===== src/rtl/rmii_rx_deframer_pkg.sv =====
// Shared constants, FSM encoding and helpers for the RMII receive deframer.
package rmii_rx_deframer_pkg;

    localparam logic [31:0] CRC_INIT    = 32'hFFFFFFFF;
    localparam logic [31:0] CRC_POLY    = 32'hEDB88320;
    localparam logic [31:0] CRC_RESIDUE = 32'hDEBB20E3;

    localparam logic [1:0] DIBIT_PRE = 2'b01;
    localparam logic [1:0] DIBIT_SFD = 2'b11;

    typedef enum logic [2:0] {
        ST_IDLE,
        ST_PREAMBLE,
        ST_DATA,
        ST_FLUSH,
        ST_DRAIN
    } state_t;

    function automatic logic [15:0] sat_inc(input logic [15:0] v);
        return (v == 16'hFFFF) ? v : v + 16'd1;
    endfunction

endpackage


===== src/rtl/rmii_rx_deframer_if.sv =====
// Received byte stream: one-cycle strobes with frame delimiters and error flag.
interface rmii_rx_deframer_if;

    logic [7:0] data;
    logic       valid;
    logic       sop;
    logic       eop;
    logic       err;

    modport master (output data, valid, sop, eop, err);
    modport slave  (input  data, valid, sop, eop, err);

endinterface


===== src/rtl/rmii_rx_deframer_crc32_d8.sv =====
// Byte-wise reflected CRC32 next-state; the caller owns the register.
module rmii_rx_deframer_crc32_d8
    import rmii_rx_deframer_pkg::*;
(
    input  logic [31:0] i_crc,
    input  logic [7:0]  i_data,
    output logic [31:0] o_crc
);

    logic [31:0] w_c;

    always_comb begin
        w_c = i_crc;
        for (int i = 0; i < 8; i++) begin
            if (w_c[0] ^ i_data[i])
                w_c = (w_c >> 1) ^ CRC_POLY;
            else
                w_c = w_c >> 1;
        end
    end

    assign o_crc = w_c;

endmodule


===== src/rtl/rmii_rx_deframer.sv =====
// RMII receive front end: CRS_DV qualification, preamble/SFD strip,
// byte assembly with one-deep holding register, FCS/length/dribble checks.
module rmii_rx_deframer
    import rmii_rx_deframer_pkg::*;
#(
    parameter int MIN_BYTES = 64,
    parameter int MAX_BYTES = 1522,
    parameter bit CHECK_FCS = 1'b1
)
(
    input  logic                       i_clk,
    input  logic                       i_rst,
    input  logic [1:0]                 i_rmii_rx,
    input  logic                       i_rmii_crs_dv,
    rmii_rx_deframer_if.master         o_rx,
    output logic [15:0]                o_frame_cnt,
    output logic [15:0]                o_err_cnt
);

    localparam logic [10:0] L_MIN  = 11'(MIN_BYTES);
    localparam logic [10:0] L_MAX  = 11'(MAX_BYTES);
    localparam logic [10:0] L_MAX1 = 11'(MAX_BYTES + 1);

    state_t      r_state;
    logic [1:0]  r_dibit;
    logic        r_dv_d;
    logic        r_armed;
    logic [1:0]  r_dcnt;
    logic [5:0]  r_shift;
    logic [10:0] r_len;
    logic [31:0] r_crc;
    logic [7:0]  r_held;
    logic        r_held_vld;
    logic        r_first;
    logic [7:0]  r_data;
    logic        r_valid;
    logic        r_sop;
    logic        r_eop;
    logic        r_err;
    logic [15:0] r_frame_cnt;
    logic [15:0] r_err_cnt;

    logic        w_commit;
    logic        w_end;
    logic [7:0]  w_byte;
    logic [31:0] w_crc_next;
    logic        w_err_eop;

    // A dibit is delayed one cycle so a lone CRS_DV low can still commit it.
    assign w_commit = r_dv_d | i_rmii_crs_dv;
    assign w_end    = ~r_dv_d & ~i_rmii_crs_dv;
    assign w_byte   = {r_dibit, r_shift};

    assign w_err_eop = (r_len < L_MIN) | (r_len > L_MAX) |
                       (r_dcnt != 2'd0) |
                       (CHECK_FCS && (r_crc != CRC_RESIDUE));

    rmii_rx_deframer_crc32_d8 u_crc (
        .i_crc  (r_crc),
        .i_data (w_byte),
        .o_crc  (w_crc_next)
    );

    always_ff @(posedge i_clk) begin
        if (i_rst) begin
            r_state     <= ST_IDLE;
            r_dibit     <= 2'b00;
            r_dv_d      <= 1'b1;
            r_armed     <= 1'b0;
            r_dcnt      <= 2'd0;
            r_shift     <= 6'd0;
            r_len       <= 11'd0;
            r_crc       <= CRC_INIT;
            r_held      <= 8'd0;
            r_held_vld  <= 1'b0;
            r_first     <= 1'b0;
            r_data      <= 8'd0;
            r_valid     <= 1'b0;
            r_sop       <= 1'b0;
            r_eop       <= 1'b0;
            r_err       <= 1'b0;
            r_frame_cnt <= 16'd0;
            r_err_cnt   <= 16'd0;
        end else begin
            r_dibit <= i_rmii_rx;
            r_dv_d  <= i_rmii_crs_dv;
            r_valid <= 1'b0;
            r_sop   <= 1'b0;
            r_eop   <= 1'b0;
            r_err   <= 1'b0;
            if (!r_armed)
                r_armed <= w_end;

            unique case (r_state)
                ST_IDLE: begin
                    if (r_armed && r_dv_d && r_dibit == DIBIT_PRE)
                        r_state <= ST_PREAMBLE;
                end
                ST_PREAMBLE: begin
                    if (w_end) begin
                        r_state <= ST_IDLE;
                    end else if (w_commit) begin
                        if (r_dibit == DIBIT_SFD) begin
                            r_state    <= ST_DATA;
                            r_dcnt     <= 2'd0;
                            r_len      <= 11'd0;
                            r_crc      <= CRC_INIT;
                            r_held_vld <= 1'b0;
                            r_first    <= 1'b1;
                        end else if (r_dibit != DIBIT_PRE) begin
                            r_state   <= ST_DRAIN;
                            r_err_cnt <= sat_inc(r_err_cnt);
                        end
                    end
                end
                ST_DATA: begin
                    if (w_end) begin
                        if (r_held_vld) begin
                            r_valid <= 1'b1;
                            r_data  <= r_held;
                            r_sop   <= r_first;
                            r_eop   <= 1'b1;
                            r_err   <= w_err_eop;
                            if (w_err_eop)
                                r_err_cnt <= sat_inc(r_err_cnt);
                            else
                                r_frame_cnt <= sat_inc(r_frame_cnt);
                            r_state <= ST_FLUSH;
                        end else begin
                            r_err_cnt <= sat_inc(r_err_cnt);
                            r_state   <= ST_IDLE;
                        end
                    end else if (w_commit) begin
                        r_dcnt  <= r_dcnt + 2'd1;
                        r_shift <= {r_dibit, r_shift[5:2]};
                        if (r_dcnt == 2'd3) begin
                            if (r_len != L_MAX1)
                                r_len <= r_len + 11'd1;
                            // Bytes past the maximum are counted but dropped.
                            if (r_len < L_MAX) begin
                                r_crc      <= w_crc_next;
                                r_held     <= w_byte;
                                r_held_vld <= 1'b1;
                                if (r_held_vld) begin
                                    r_valid <= 1'b1;
                                    r_data  <= r_held;
                                    r_sop   <= r_first;
                                    r_first <= 1'b0;
                                end
                            end
                        end
                    end
                end
                ST_FLUSH: begin
                    r_state <= ST_IDLE;
                end
                ST_DRAIN: begin
                    if (w_end)
                        r_state <= ST_IDLE;
                end
                default: begin
                    r_state <= ST_IDLE;
                end
            endcase
        end
    end

    assign o_rx.data   = r_data;
    assign o_rx.valid  = r_valid;
    assign o_rx.sop    = r_sop;
    assign o_rx.eop    = r_eop;
    assign o_rx.err    = r_err;
    assign o_frame_cnt = r_frame_cnt;
    assign o_err_cnt   = r_err_cnt;

endmodule

===== src/flat_wrapper.sv =====
// flat-port wrapper written by rule: the top's interface ports become plain ports
module rmii_rx_deframer_flat import rmii_rx_deframer_pkg::*;
#(
    parameter int MIN_BYTES = 64,
    parameter int MAX_BYTES = 1522,
    parameter bit CHECK_FCS = 1'b1
)
  (i_clk, i_rst, i_rmii_rx, i_rmii_crs_dv, o_frame_cnt, o_err_cnt, o_rx_data, o_rx_valid, o_rx_sop, o_rx_eop, o_rx_err);
  rmii_rx_deframer_if o_rx_i ();
  input  logic i_clk;
  input  logic i_rst;
  input  logic [1:0] i_rmii_rx;
  input  logic i_rmii_crs_dv;
  output logic [15:0] o_frame_cnt;
  output logic [15:0] o_err_cnt;
  output wire logic [$bits(o_rx_i.data)-1:0] o_rx_data;
  output wire logic [$bits(o_rx_i.valid)-1:0] o_rx_valid;
  output wire logic [$bits(o_rx_i.sop)-1:0] o_rx_sop;
  output wire logic [$bits(o_rx_i.eop)-1:0] o_rx_eop;
  output wire logic [$bits(o_rx_i.err)-1:0] o_rx_err;
  assign o_rx_data = o_rx_i.data;
  assign o_rx_valid = o_rx_i.valid;
  assign o_rx_sop = o_rx_i.sop;
  assign o_rx_eop = o_rx_i.eop;
  assign o_rx_err = o_rx_i.err;
  rmii_rx_deframer #(.MIN_BYTES(MIN_BYTES), .MAX_BYTES(MAX_BYTES), .CHECK_FCS(CHECK_FCS)) u_core (.i_clk(i_clk), .i_rst(i_rst), .i_rmii_rx(i_rmii_rx), .i_rmii_crs_dv(i_rmii_crs_dv), .o_rx(o_rx_i), .o_frame_cnt(o_frame_cnt), .o_err_cnt(o_err_cnt));
endmodule

===== config.mk =====
export PLATFORM = sky130hd
export DESIGN_NAME = rmii_rx_deframer_flat
export DESIGN_NICKNAME = d
export VERILOG_FILES = /design/src/rtl/rmii_rx_deframer_pkg.sv /design/src/rtl/rmii_rx_deframer_if.sv /design/src/rtl/rmii_rx_deframer_crc32_d8.sv /design/src/rtl/rmii_rx_deframer.sv /design/src/flat_wrapper.sv
export SDC_FILE = /design/constraint.sdc
export NUM_CORES = 1
export LEC_CHECK = 0
export BUFFER_PORTS_ARGS = -buffer_cell sky130_fd_sc_hd__buf_2
export CORE_ASPECT_RATIO = 1.75
export CORE_UTILIZATION = 64
export CTS_CLUSTER_DIAMETER = 80
export CTS_CLUSTER_SIZE = 8
export DETAILED_ROUTE_END_ITERATION = 6
export PLACE_DENSITY = 0.84
export SLEW_MARGIN = 10
export SYNTH_ARGS = -nofsm -noshare
export SYNTH_HDL_FRONTEND = slang
export SYNTH_SLANG_ARGS = --single-unit

===== constraint.sdc =====
create_clock -name i_clk -period 6 [get_ports i_clk]
set_input_delay 0.6 -clock i_clk [delete_from_list [all_inputs] [get_ports i_clk]]
set_output_delay 0.6 -clock i_clk [all_outputs]
set_load 0.01 [all_outputs]

==> flow_metrics.py, run 1 <==
metrics = {
    "power": {
        "p_leak_uw": 0.00238,
        "p_per_area_nw_per_um2": 229,
        "ir_worst_vdd_uv": 209,
    },
    "setup_path": {
        "crit_fanout": 25,
        "start_kind": "flip-flop",
        "rr_startpoint": "u_core.r_len[1]",
        "reg2reg_depth": 7,
        "r2r_setup_slack_ns": 2.92,
        "required_ns": 6.24,
        "worst-endpoint-arrival_ns": 3.32,
        "r2r-end": "u_core.o_err_cnt[7]",
        "end_kind": "flip-flop",
        "crit_type": "flip-flop to flip-flop",
    },
    "die": {
        "num_rows": 45,
        "placeableCoreArea_sq_um": 8610,
        "die_y_microns": 126,
        "io_pins": 49,
        "die-width_microns": 72.9,
        "dieArea_sq_um": 9200,
        "initial_core_util_pct": 65.4,
    },
    "timing": {
        "slew_violations": 0,
        "worst_slew_pin_slew_ns": 1.06,
        "max_freq_mhz": 325,
        "worst_hold_slack_ns": 0.456,
        "tns_ns": 0,
        "min_period_ns": 3.08,
        "hold_violations": 0,
        "slew_headroom_pct": 29.6,
        "fin_skew_ns": 0.0124,
        "rsz0062_at_grt": "no",
        "setup_violations": 0,
        "period_share_pct": 51.3,
    },
    "grt": {
        "grt_use_total_pct": 28.7,
        "grt_pass1_wl_microns": 20800,
        "grt_busiest_layer": "met2",
        "antenna_found_initial": 0,
        "grt_remaining_overflow": 0,
        "grt_max_degree": 119,
        "grt_pass1_vias": 4517,
        "use_met2_pct": 49.8,
        "use_met3_pct": 4.96,
        "globalRouteMet1Util_pct": 32.3,
    },
    "drt": {
        "drt-initial-drc-count": 237,
        "viasPerCell": 6.04,
        "num_vias": 4699,
        "antenna_left": 0,
        "wl_per_cell_microns": 16.5,
        "drc": 0,
        "drt-total-wl_microns": 12800,
        "first_pass_iters": 5,
    },
    "clock_network": {
        "clkLatencyLatePin_ns": 0.35,
        "clk_pin_slew_ns": 0.07,
        "post-cts-setup-buffer-count": 0,
        "cts_hold_buffers": 0,
        "cts_buffer_depth": 2,
        "htreeDepth": 3,
        "clkSinkCount": 112,
        "cts_tree": "yes",
        "cts_resized": 0,
        "cts-root-buf": "clkbuf_16",
        "cts_buffers": 9,
    },
    "synthesis": {
        "ys.flop_type": "dfxtp_1",
        "synth-edff-count": 0,
        "synthMuxAreaShare_pct": 4.55,
        "synth.distinct_cells": 58,
        "synthAdderAreaFrac_pct": 1.33,
        "syn_inst": 628,
        "async_flop_share_pct": 0,
        "synth_compound_area_share_pct": 12.0,
        "ys_ff_latch": 112,
        "yosysWarningCount": 0,
        "synth_top_family_by_area": "simple AND/OR/NAND/NOR gates",
        "syn_area_sq_um": 5640,
        "yosys.area_share.simple_pct": 25.8,
        "avgSynthCellArea_sq_um": 8.98,
        "syn_nets": 639,
        "seq_area_frac_synth_pct": 39.8,
        "synth_xor_area_share_pct": 13.1,
    },
    "place": {
        "place_congestion": 0.920,
        "dpl.hpwl_microns": 8850,
        "portBuffers": 48,
    },
    "layout": {
        "layout_common_cells": "dfxtp_1 (112), xnor2_1 (54), nand2_1 (50), nor2_1 (48), buf_2 (47)",
        "multi_input_area_sq_um": 3210,
        "drive_above_1_share_pct": 14.5,
        "seq_area_sq_um": 2240,
        "fillers": 640,
        "layout_commonest_cell": "dfxtp_1",
        "area_growth_pct": 10.2,
        "insertedDiodeCount": 0,
        "layout.nets": 667,
    },
    "hold_path": {
        "worstHoldStart": "i_rmii_rx[0]",
        "min_to": "u_core.r_dibit[0]",
        "holdPathStages": 2,
        "hold_path.class": "input port to flip-flop",
    },
    "run_status": {
        "outcome": "complete, no violations",
    },
    "flow_run": {
        "max_cap_viol_count": 0,
    },
}
-- routing by layer --
metal | up-vias | part of all wire (%)
li1 | 2281 | -
met3 | 47 | 3.9
met4 | 0 | 4.3
met5 | - | 0
met2 | 146 | 53
met1 | 2225 | 39
-- per-stage QoR --
stage | power (uW) | instances | util, % | setup WS, ns | cell area, sq um
after global routing | 1460 | 778 | 72.1 | 2.75 | 6210
after CTS | 1430 | 778 | 72.1 | 2.97 | 6210
after global placement | 807 | 762 | 68.4 | 3.11 | 5890
after detailed placement | 808 | 762 | 68.4 | 2.98 | 5890
final | 1430 | 778 | 72.1 | 2.92 | 6210
after floorplan | 799 | 628 | - | 3.72 | 5640
-- registers in the layout, indices dropped and copies added (netlist names), 2 cells and up --
signal and count:
u_core.o_frame_cnt 16, u_core.r_crc 32, u_core.r_held 8, u_core.r_len 11
u_core.r_dcnt 2, u_core.r_dibit 2, u_core.o_rx.data 8, u_core.o_err_cnt 16
u_core.r_state 3, u_core.r_shift 6
-- Yosys cell counts, drive strengths merged (11+ instances only) --
master,instances,area (sq um)
nor4,11,103
o22ai,30,188
xnor2,58,538
nor3,11,65.1
nand2b,32,200
nor2b,20,125
a21oi,37,185
clkbuf,25,93.8
o21ai,16,80.1
nand4,13,81.3
nand2,50,188
mux2,11,146
mux2i,11,110
nand3,16,92.6
xor2,23,201
nor2,48,180
dfxtp,112,2240
-- cell families after synthesis --
family | count (synthesis)
XOR/XNOR | 81
AO/OA/AOI/OAI | 110
multiplexers | 22
buffers and inverters | 41
adder cells (fa/ha/maj) | 6
flip-flops | 112
AND/OR/NAND/NOR | 256
-- how the worst max path moves through the flow --
stage	start	endpoint	slack, ns	cells after the start
after floorplan	u_core.r_len[6]	u_core.o_err_cnt[11]	3.72	7
after global placement	u_core.r_crc[10]	u_core.o_err_cnt[7]	3.11	6
after detailed placement	u_core.r_crc[10]	u_core.o_err_cnt[7]	2.98	6
after CTS	u_core.r_len[1]	u_core.o_err_cnt[7]	2.97	7
after global routing	u_core.r_len[1]	u_core.o_err_cnt[7]	2.75	7
final	u_core.r_len[1]	u_core.o_err_cnt[7]	2.92	7
-- power breakdown --
part / internal (uW) / leakage [uW] / switching [uW]
Combinational: 16.3 / 0.00132 / 27.4
Sequential: 744 / 0.000904 / 3.65
Clock: 354 / 0.000159 / 279
Total: 1110 / 0.00238 / 310
-- critical path, stage by stage, from the launching register on --
cell,delay [ns]
dfxtp_1,0.45
ha_1,0.19
nor2b_1,0.05
o311a_1,0.28
o21ai_0,0.57
and3_1,0.89
nor4b_1,0.17
mux2_1,0.35
-- layout make-up --
class | count | area share [%]
multi-input combinational | 475 | 51.6
inverter | 7 | 0.423
clock inverter | 5 | 1.17
tap | 117 | 2.36
sequential | 112 | 36.1
timing repair buffer | 51 | 4.27
clock buffer | 11 | 4.07
Note: power is estimated with default switching activity, not from simulation.
==> inputs of run 2 (changes only) <==
Settings changed: CORE_UTILIZATION 64 to 60, PLACE_DENSITY 0.84 to 0.79.
Clock period 6 ns to 2.9 ns, I/O delays scaled along.
==> run 2 against run 1 <==
  * Die area grew 6.5%
  * Largest cell class unchanged
  * Final cell count grew 1.9%
  * Highest routed layer unchanged
  * Critical endpoint is now u_core.o_err_cnt[3]
  * Hold slack lost 0.30 ns
==> flow_metrics.py, run 2 (synthesis gave the netlist of run 1 again) <==
metrics = {
    "timing": {
        "min_period_ns": 2.53,
        "worst_slew_pin_slew_ns": 1.05,
        "tns_ns": 0,
        "slew_violations": 0,
        "max_freq_mhz": 395,
        "hold_violations": 0,
        "worst_hold_slack_ns": 0.160,
        "slew_headroom_pct": 29.3,
        "period_share_pct": 87.4,
        "setup_violations": 0,
        "rsz0062_at_grt": "no",
        "fin_skew_ns": 0.00733,
    },
    "setup_path": {
        "r2r_setup_slack_ns": 0.37,
        "end_kind": "flip-flop",
        "r2r-end": "u_core.o_err_cnt[3]",
        "crit_type": "flip-flop to flip-flop",
        "reg2reg_depth": 7,
        "required_ns": 3.17,
        "crit_fanout": 13,
        "rr_startpoint": "u_core.r_state[0]",
        "worst-endpoint-arrival_ns": 2.81,
        "start_kind": "flip-flop",
    },
    "drt": {
        "num_vias": 4648,
        "top_layer": "met4",
        "wl_met1_microns": 5090,
        "drc": 0,
        "wl_met3_microns": 391,
        "drt-total-wl_microns": 12800,
        "viasPerCell": 5.86,
        "wl_per_cell_microns": 16.1,
        "drt-initial-drc-count": 326,
        "antenna_left": 0,
        "first_pass_iters": 5,
        "wl_met2_microns": 6820,
    },
    "clock_network": {
        "post-cts-setup-buffer-count": 0,
        "htreeDepth": 3,
        "cts_buffers": 9,
        "clkSinkCount": 112,
        "clk_pin_slew_ns": 0.07,
        "cts_tree": "yes",
        "clkLatencyLatePin_ns": 0.34,
        "cts_resized": 0,
        "cts_buffer_depth": 2,
        "cts_hold_buffers": 0,
        "cts-root-buf": "clkbuf_16",
    },
    "die": {
        "placeableCoreArea_sq_um": 9090,
        "num_rows": 46,
        "die-width_microns": 75.3,
        "initial_core_util_pct": 62.0,
        "die_y_microns": 130,
        "io_pins": 49,
        "dieArea_sq_um": 9800,
    },
    "layout": {
        "fillers": 744,
        "fin_cells": 793,
        "drive_above_1_share_pct": 15.9,
        "layout.nets": 679,
        "layout_commonest_cell": "dfxtp_1",
        "layout_common_cells": "dfxtp_1 (112), xnor2_1 (54), nand2_1 (50), nor2_1 (48), buf_2 (47)",
        "insertedDiodeCount": 0,
        "largest_reg_flops": 32,
        "top_register": "u_core.r_crc",
        "area_growth_pct": 11.1,
    },
    "place": {
        "portBuffers": 48,
        "dpl.hpwl_microns": 9090,
        "place_congestion": 0.934,
        "dpl.cell_count": 777,
    },
    "run_status": {
        "outcome": "complete, no violations",
    },
    "grt": {
        "grt_pass1_vias": 4465,
        "grt_use_total_pct": 28.3,
        "grt_remaining_overflow": 0,
        "grt_pass1_wl_microns": 21300,
        "antenna_found_initial": 0,
        "grt_max_degree": 81,
    },
    "power": {
        "p_per_area_nw_per_um2": 451,
        "ir_worst_vdd_uv": 449,
        "p_leak_uw": 0.00242,
    },
    "hold_path": {
        "hold_path.class": "input port to flip-flop",
        "holdPathStages": 2,
        "min_to": "u_core.r_dv_d",
        "worstHoldStart": "i_rmii_crs_dv",
    },
    "flow_run": {
        "max_cap_viol_count": 0,
    },
}
-- run 2: report_power, final --
| part | internal [uW] | switching (uW) |
|---|---|---|
| clock | 598 | 583 |
| combinational | 37.2 | 57.7 |
| sequential | 1540 | 6.54 |
-- run 2: area by class of cell --
type | instances | area (sq um) | area share (%)
inverter | 7 | 26.3 | 0.420
sequential | 112 | 2240 | 35.8
tap | 120 | 150 | 2.40
multi-input combinational | 475 | 3210 | 51.2
clock inverter | 6 | 50.0 | 0.799
timing repair buffer | 63 | 355 | 5.68
clock buffer | 10 | 229 | 3.66
-- run 2: metal layers --
layer	global-route usage, %	vias to the layer above
li1	-	2298
met5	0	-
met2	50.0	107
met1	32.6	2212
met4	13.9	0
met3	4.17	31
-- run 2: worst max-delay path by stage --
stage                           start               endpoint  cells past startpoint
floorplan             u_core.r_len[6]    u_core.o_err_cnt[9]                      7
global placement      u_core.r_len[6]    u_core.o_err_cnt[7]                      6
detailed placement   u_core.r_crc[14]  u_core.o_frame_cnt[9]                      6
CTS                 u_core.r_state[0]    u_core.o_err_cnt[3]                      7
global route         u_core.r_crc[14]  u_core.o_frame_cnt[9]                      6
finish              u_core.r_state[0]    u_core.o_err_cnt[3]                      7
-- run 2: worst max-delay path: stages (launching register included) --
cell and delay (ns):
dfxtp_1 0.45, nand2b_1 0.15, or3_1 0.35, a21oi_1 0.28, nand2_1 0.33, buf_4 0.29
or4_1 0.47, a21oi_1 0.15
-- run 2: through the flow --
step / worst slack, ns / power (uW) / util, % / area [sq um]
6_report: 0.366 / 2820 / 68.8 / 6260
2_1_floorplan: 0.620 / 1650 / - / 5640
3_3_place_gp: 0.481 / 1670 / 65.8 / 5980
5_1_grt: 0.149 / 2910 / 68.8 / 6260
3_5_place_dp: 0.433 / 1680 / 65.8 / 5980
4_1_cts: 0.379 / 2850 / 68.8 / 6260
==> inputs of run 3 (changes only) <==
Settings changed: CORE_ASPECT_RATIO 1.75 to 1.2.
==> run 3 against run 2 <==
  * Register-to-register slack worse by 0.05 ns
  * Via count shrank 0.69%
  * Die area fell by 0.14%
  * Flip-flop and latch count stayed put
  * Count of clock-buffer cells in the layout up 2
  * Worst setup slack got worse by 0.045 ns
  * Largest power group unchanged
  * Core utilization down 0.70 points
  * Routed wire length decreased by 3.9%
  * Sequential share of layout area grew 0.42 points
  * Highest routed layer unchanged
==> flow_metrics.py, run 3 (synthesis gave the netlist of run 1 again) <==
metrics = {
    "run_status": {
        "outcome": "complete, no violations",
    },
    "power": {
        "ir_worst_vdd_uv": 306,
        "p_leak_uw": 0.00239,
        "p_per_area_nw_per_um2": 411,
    },
    "die": {
        "io_pins": 49,
        "dieArea_sq_um": 9790,
        "num_rows": 38,
        "die_y_microns": 108,
        "placeableCoreArea_sq_um": 9080,
        "die-width_microns": 90.5,
        "initial_core_util_pct": 62.1,
    },
    "drt": {
        "first_pass_iters": 5,
        "drc": 0,
        "drt-initial-drc-count": 245,
        "wl_per_cell_microns": 15.4,
        "viasPerCell": 5.81,
        "num_vias": 4616,
        "antenna_left": 0,
        "drt-total-wl_microns": 12300,
    },
    "layout": {
        "fin_cells": 795,
        "insertedDiodeCount": 0,
        "largest_reg_flops": 32,
        "drive_above_1_share_pct": 16.3,
        "layout.nets": 681,
        "layout_common_cells": "dfxtp_1 (112), xnor2_1 (54), nand2_1 (50), nor2_1 (48), buf_2 (47)",
        "layout_commonest_cell": "dfxtp_1",
        "top_register": "u_core.r_crc",
        "area_growth_pct": 9.79,
    },
    "clock_network": {
        "cts_resized": 0,
        "cts_hold_buffers": 0,
        "clk_pin_slew_ns": 0.10,
        "cts_buffers": 9,
        "clkLatencyLatePin_ns": 0.38,
        "cts-root-buf": "clkbuf_8",
        "cts_buffer_depth": 2,
        "clkSinkCount": 112,
        "htreeDepth": 3,
        "cts_tree": "yes",
        "post-cts-setup-buffer-count": 0,
    },
    "grt": {
        "grt_remaining_overflow": 0,
        "grt_max_degree": 88,
        "grt_use_total_pct": 25.5,
        "antenna_found_initial": 0,
        "grt_pass1_vias": 4418,
        "grt_pass1_wl_microns": 20300,
    },
    "timing": {
        "tns_ns": 0,
        "worst_slew_pin_slew_ns": 0.909,
        "period_share_pct": 88.9,
        "min_period_ns": 2.58,
        "slew_headroom_pct": 39.1,
        "setup_ws_ns": 0.321,
        "setup_violations": 0,
        "fin_skew_ns": 0.0127,
        "hold_violations": 0,
        "rsz0062_at_grt": "no",
        "max_freq_mhz": 388,
        "slew_violations": 0,
    },
    "place": {
        "dpl.cell_count": 779,
        "dpl.hpwl_microns": 8700,
        "portBuffers": 48,
        "dp_slack_ns": 0.323,
        "place_congestion": 0.943,
    },
    "setup_path": {
        "worst-endpoint-arrival_ns": 2.84,
        "crit_type": "flip-flop to flip-flop",
        "start_kind": "flip-flop",
        "end_kind": "flip-flop",
        "crit_fanout": 25,
        "required_ns": 3.16,
    },
    "hold_path": {
        "hold_path.class": "input port to flip-flop",
    },
    "flow_run": {
        "max_cap_viol_count": 0,
    },
}
## run 3: cell types whose count changed in the layout (fill, tap and decap cells not counted), sizes merged
| cell | previous run | this run |
|---|---|---|
| clkinv | 1 | 2 |
| clkbuf | 10 | 12 |
| inv | 11 | 8 |
| buf | 63 | 65 |
## run 3: layer usage
| metal | share of wire (%) | GRT usage [%] | vias to the layer above | routed length (microns) |
|---|---|---|---|---|
| met5 | 0 | 0 | - | 0 |
| met4 | 2.2 | 10.0 | 0 | 266 |
| met3 | 4.1 | 4.43 | 18 | 497 |
| met2 | 50 | 44.2 | 113 | 6100 |
| met1 | 44 | 31.4 | 2184 | 5390 |
| li1 | - | - | 2301 | - |
## run 3: stage by stage
stage	util (%)	hold WS, ns	total power (uW)	area [sq um]
2_1_floorplan	-	0.397	1650	5640
3_3_place_gp	66.0	0.447	1670	6000
3_5_place_dp	66.0	0.453	1670	6000
4_1_cts	68.1	0.110	2560	6190
5_1_grt	68.1	0.125	2640	6190
6_report	68.1	0.124	2540	6190
## run 3: layout make-up
class | count | area, sq um
Clock buffer | 12 | 165
Clock inverter | 4 | 26.3
Fill cell | 724 | 2890
Inverter | 7 | 26.3
Multi-Input combinational cell | 475 | 3210
Sequential cell | 112 | 2240
Tap cell | 120 | 150
Timing Repair Buffer | 65 | 370
## run 3: path summary, 6_finish.rpt
check	startpoint	to	cells after the start	slack [ns]
min reg2reg	u_core.r_held[5]	u_core.r_held[5]	2	0.47
min	i_rmii_rx[1]	u_core.r_dibit[1]	2	0.12
max reg2reg	u_core.r_crc[16]	u_core.o_err_cnt[7]	7	0.32
max	u_core.r_crc[16]	u_core.o_err_cnt[7]	7	0.32
## run 3: critical path: stages (launching register included)
cell,delay [ns]
dfxtp_1,0.41
or4b_1,0.45
nor4_1,0.37
o2111a_2,0.34
and3_1,0.18
buf_4,0.28
nor4b_1,0.11
mux2_1,0.33
## run 3: report_power, final
group,switching [uW],leakage [uW],total (uW),internal [uW]
sequential,6.47,0.000904,1550,1540
clock,520,0.0000988,904,384
combinational,55.7,0.00139,92.1,36.4
total,582,0.00239,2540,1960
